`src/rtl/pc_sequencer.sv`:
```
// pc_sequencer: program-counter sequencer for a single-issue pipeline.
// Chooses the next fetch address from the sequential, branch/JAL and JALR
// paths. Also handles fetch stalls, halts, misaligned redirect traps and a
// saturating count of accepted redirects.
module pc_sequencer #(
  parameter logic [31:0] RESET_PC = 32'h0000_0000,
  parameter int          CNT_W    = 16
) (
  input  logic             clk,
  input  logic             rst,
  input  logic             ex_valid,
  input  logic [1:0]       pc_selection,
  input  logic [31:0]      branch_target,
  input  logic [31:0]      alu_result,
  input  logic             stall_req,
  input  logic             halt_req,
  output logic [31:0]      pc,
  output logic             fetch_en,
  output logic             if_id_flush,
  output logic             id_ex_flush,
  output logic             halted,
  output logic             misalign_err,
  output logic [CNT_W-1:0] redirect_cnt
);

  typedef enum logic [1:0] {
    RUN   = 2'b00,
    STALL = 2'b01,
    HALT  = 2'b10
  } state_t;

  localparam logic [CNT_W-1:0] CNT_MAX = '1;

  state_t           state_q, state_d;
  logic [31:0]      pc_q, pc_d;
  logic             misalign_q, misalign_d;
  logic [CNT_W-1:0] cnt_q, cnt_d;

  logic        redirect;
  logic [31:0] target;
  logic        active;
  logic        take_halt;
  logic        take_misalign;
  logic        take_redirect;

  // Decode the branch-unit request and rank the events that can be accepted
  // this cycle. In HALT, every input is ignored.
  always_comb begin
    redirect      = ex_valid & ((pc_selection == 2'b01) | (pc_selection == 2'b10));
    target        = (pc_selection == 2'b10) ? branch_target : {alu_result[31:1], 1'b0};
    active        = (state_q != HALT);
    take_halt     = active & halt_req;
    take_misalign = active & ~halt_req & redirect & (target[1:0] != 2'b00);
    take_redirect = active & ~halt_req & redirect & (target[1:0] == 2'b00);
  end

  // State register plus PC, sticky error and redirect counter. All of them
  // return to their reset values asynchronously.
  always_ff @(posedge clk or posedge rst) begin
    if (rst) begin
      state_q    <= RUN;
      pc_q       <= RESET_PC;
      misalign_q <= 1'b0;
      cnt_q      <= '0;
    end else begin
      state_q    <= state_d;
      pc_q       <= pc_d;
      misalign_q <= misalign_d;
      cnt_q      <= cnt_d;
    end
  end

  // Next-state logic. An accepted redirect always resumes RUN, even when a
  // stall is requested in the same cycle. Leaving STALL costs one re-fetch
  // cycle in RUN.
  always_comb begin
    state_d = state_q;
    case (state_q)
      RUN: begin
        if (take_halt || take_misalign) state_d = HALT;
        else if (take_redirect)         state_d = RUN;
        else if (stall_req)             state_d = STALL;
        else                            state_d = RUN;
      end
      STALL: begin
        if (take_halt || take_misalign) state_d = HALT;
        else if (take_redirect)         state_d = RUN;
        else if (stall_req)             state_d = STALL;
        else                            state_d = RUN;
      end
      HALT:    state_d = HALT;
      default: state_d = HALT;
    endcase
  end

  // PC, error and counter updates. The PC advances only in RUN when no event
  // is pending. It holds on halt, misalignment, stall and stall exit.
  always_comb begin
    pc_d       = pc_q;
    misalign_d = misalign_q;
    cnt_d      = cnt_q;
    if (take_misalign) begin
      misalign_d = 1'b1;
    end else if (take_redirect) begin
      pc_d = target;
      if (cnt_q != CNT_MAX) cnt_d = cnt_q + 1'b1;
    end else if (active && !halt_req && !stall_req && state_q == RUN) begin
      pc_d = pc_q + 32'd4;
    end
  end

  // Output logic. Reset masks the fetch and flush strobes. Flushes fire only
  // for a redirect accepted this cycle, including a misaligned one.
  always_comb begin
    fetch_en     = ~rst & (state_q == RUN) & ~stall_req & ~halt_req;
    if_id_flush  = ~rst & (take_redirect | take_misalign);
    id_ex_flush  = ~rst & (take_redirect | take_misalign);
    halted       = (state_q == HALT);
    pc           = pc_q;
    misalign_err = misalign_q;
    redirect_cnt = cnt_q;
  end

endmodule
```
`config.mk`:
```
export PLATFORM = sky130hd
export DESIGN_NAME = pc_sequencer
export DESIGN_NICKNAME = d
export VERILOG_FILES = /design/src/rtl/pc_sequencer.sv
export SDC_FILE = /design/constraint.sdc
export NUM_CORES = 1
export LEC_CHECK = 0
export BUFFER_PORTS_ARGS = -buffer_cell sky130_fd_sc_hd__buf_2
export CAP_MARGIN = 20
export CORE_UTILIZATION = 35
export CTS_BUF_LIST = sky130_fd_sc_hd__clkbuf_16
export DETAILED_ROUTE_END_ITERATION = 16
export MAX_ROUTING_LAYER = met4
export SETUP_SLACK_MARGIN = 0.1
export SYNTH_ARGS = -nofsm -noshare
export SYNTH_HDL_FRONTEND = slang
export SYNTH_SLANG_ARGS = --single-unit
```
`constraint.sdc`:
```
create_clock -name clk -period 4.9 [get_ports clk]
set_input_delay 0.49 -clock clk [delete_from_list [all_inputs] [get_ports clk]]
set_output_delay 0.49 -clock clk [all_outputs]
set_load 0.005 [all_outputs]
```
==> out/metrics.cfg <==
[run_status]
outcome = completed

[timing]
fin_skew_ns = 0.00655
max_freq_ghz = 0.395
tns_ns = 0
post-route-period-util = 0.517
tightestPinTransition_ns = 0.674
hold_violations = 0
slew_violations = 0
finalSetupViolCount = 0
rsz0062_at_grt = no
period_needed_ns = 2.53
maxSlewHeadroom = 0.550

[power_and_ir_drop]
p_switching_w = 0.000251
powerDensity_nw_per_um2 = 259
p_int_w = 0.000759
combPwrFrac = 0.132
seq_power_share = 0.480
swShare = 0.249
clkPwrFrac = 0.388
ir_drop_v = 0.000123
p_leak_nw = 1.80

[floorplan]
die_x_um = 95.0
dieArea_um2 = 9030
start_util = 0.365
coreArea_um2 = 8300
die_h_um = 95.0
placementRows = 33
io_pins = 124

[routing]
drt-total-wl_mm = 7.89
drt_iter0_markers = 115
vias = 2791
drcViolationCount = 0
ant_nets = 0
routedWlPerCell_um = 14.6
viasPerCell = 5.16
drt-pass1-iter-count = 4

[cells_and_area]
nFillCells = 846
num_antenna_cells = 0
multi_input_area_um2 = 1660
drive_gt1_frac = 0.333
final_area_um2 = 3890
ff_latch_area_um2 = 1280
nets = 509
area_growth_pct = 28.6

[clock_tree]
clkTransAtPathRegs_ns = 0.07
ctsRootBufferMaster = clkbuf_16
cts_setup_buffers = 0
clock_path_buffers = 2
cts_tree = done
cts_resized = 0
htreeDepth = 2
cts_buffers = 5
cts_num_sinks = 51
clk_latency_ns = 0.29
holdBufCountCts = 0

[critical_path]
crit_path_end = pc[14]
crit_path_top_delay_cell = buf_4
critPathCaptureType = register
cp.required_ns = 5.11
cp-start-kind = primary input
worstReg2RegEnd = pc[29]
critPathMaxStageDelay_ns = 0.55
crit_type = in -> reg
cp.arrival_ns = 2.75
r2r_cells = 5
r2r_slack_ns = 2.55
r2r_start = state_q[1]
cp-startpoint = pc_selection[0]
critPathMaxFanout = 60
path_cells = buf_2 -> inv_1 -> ha_2 -> buf_4 -> o21ai_0 -> nand4b_1 -> buf_4 -> nand2_1 -> mux2_2 -> o21ai_0

[global_route]
antenna_found_initial = 0
grt_pass1_wl_mm = 12.9
grt-ovfl-total = 0
grt_pass1_vias = 2690
grt_max_degree = 61
grt.total_usage = 0.189

[synthesis]
ys_warn_count = 0
synth_area_um2 = 3030
yosysUniqueCellTypes = 42
yosysSeqAreaShare = 0.421
avgSynthCellArea_um2 = 9.50
yosysMostFrequentCell = dfrtp_1
syn_inst = 319
netlist.area_leader.share = 0.421
synth-edff-count = 0
synth_common_cells = dfrtp_1 (51), xnor2_1 (29), a21oi_1 (24), nor2b_1 (24), a211oi_1 (22)
synth_seq_cells = 51
synth-main-ff-cell = dfrtp_1
ys_top_cells_by_area = dfrtp_1 (42%), xnor2_1 (8.4%), a211oi_1 (5.5%), nor2b_1 (5.0%), a21oi_1 (4.0%)
synth_area_leader_cell = dfrtp_1
synth_fp_nets = 393
async_reset_ff_frac = 1.00

[placed_design]
gp_congestion = 0.760
numPortBuffers = 122
dp_hpwl_mm = 5.76
placed_cell_area_um2 = 3730

[min_path]
hp-class = in -> async

[run]
cap_violations = 0

==> critical path: cells and delay by family <==
kind / cells / cell delay, ns
compound gates: 2 / 0.30
mux: 1 / 0.27
fa+ha+maj: 1 / 0.15
simple gates: 2 / 0.37
buf+inv: 4 / 1.13
==> how the worst min path moves through the flow <==
stage                     depth (start not counted)      endpoint
after floorplan                                   1  misalign_err
after global placement                            1  misalign_err
after detailed placement                          1  misalign_err
after CTS                                         3  misalign_err
after global routing                              3  misalign_err
final                                             3  misalign_err
==> power groups by stage <==
stage               Sequential, W  Combinational (W)  Clock (W)
floorplan                0.000488          0.0000648          0
global placement         0.000490           0.000133          0
detailed placement       0.000491           0.000136          0
CTS                      0.000484           0.000137   0.000402
global route             0.000489           0.000153   0.000422
finish                   0.000484           0.000133   0.000392
==> final cells by class <==
class,count,share of cell area
Clock buffer,5,0.0321
Sequential cell,51,0.328
Inverter,8,0.00771
Multi-Input combinational cell,244,0.426
Timing Repair Buffer,125,0.163
Clock inverter,3,0.00996
Tap cell,105,0.0337
==> logic make-up (layout without fill, tap and decap cells) <==
group,after synthesis,in the layout,synth area share
AO/OA/AOI/OAI,64,64,0.135
AND/OR/NAND/NOR,130,130,0.257
adder cells (fa/ha/maj),3,3,0.0124
XOR/XNOR,36,36,0.104
multiplexers,11,11,0.0388
buffers and inverters,24,141,0.0314
flip-flops,51,51,0.421
==> placed cells by master (no fill, tap or decap), drive strengths merged, types with 6 or more instances in the layout <==
master,instances
buf,125
nor2,8
inv,8
nand3,14
dfrtp,51
nor4,9
nand4,15
o21ai,7
and3,7
nor3,9
xor2,7
a21oi,24
nor2b,24
mux2,6
a211oi,22
xnor2,29
nand2,19
==> state kept, by name, indices dropped and copies added (netlist names) <==
signal        count
pc               32
redirect_cnt     16
state_q           2
misalign_err      1
==> per-stage QoR <==
step,utilization,total power (W),instances,hold WS [ns],setup WS [ns]
after floorplan,-,0.000553,319,0.459,2.47
after global placement,0.450,0.000624,533,0.450,2.06
after detailed placement,0.450,0.000627,533,0.451,1.98
after CTS,0.469,0.00102,541,0.417,2.27
after global routing,0.469,0.00106,541,0.449,2.08
final,0.469,0.00101,541,0.389,2.37
==> per-layer routing <==
| metal | GRT usage | up-vias | wire (um) |
|---|---|---|---|
| li1 | - | 1400 | - |
| met1 | 0.243 | 1313 | 3790 |
| met2 | 0.311 | 71 | 3690 |
| met3 | 0.0255 | 7 | 308 |
| met4 | 0.0530 | 0 | 98 |
| met5 | - | - | 0 |
Note: power is estimated with default switching activity, not from simulation.
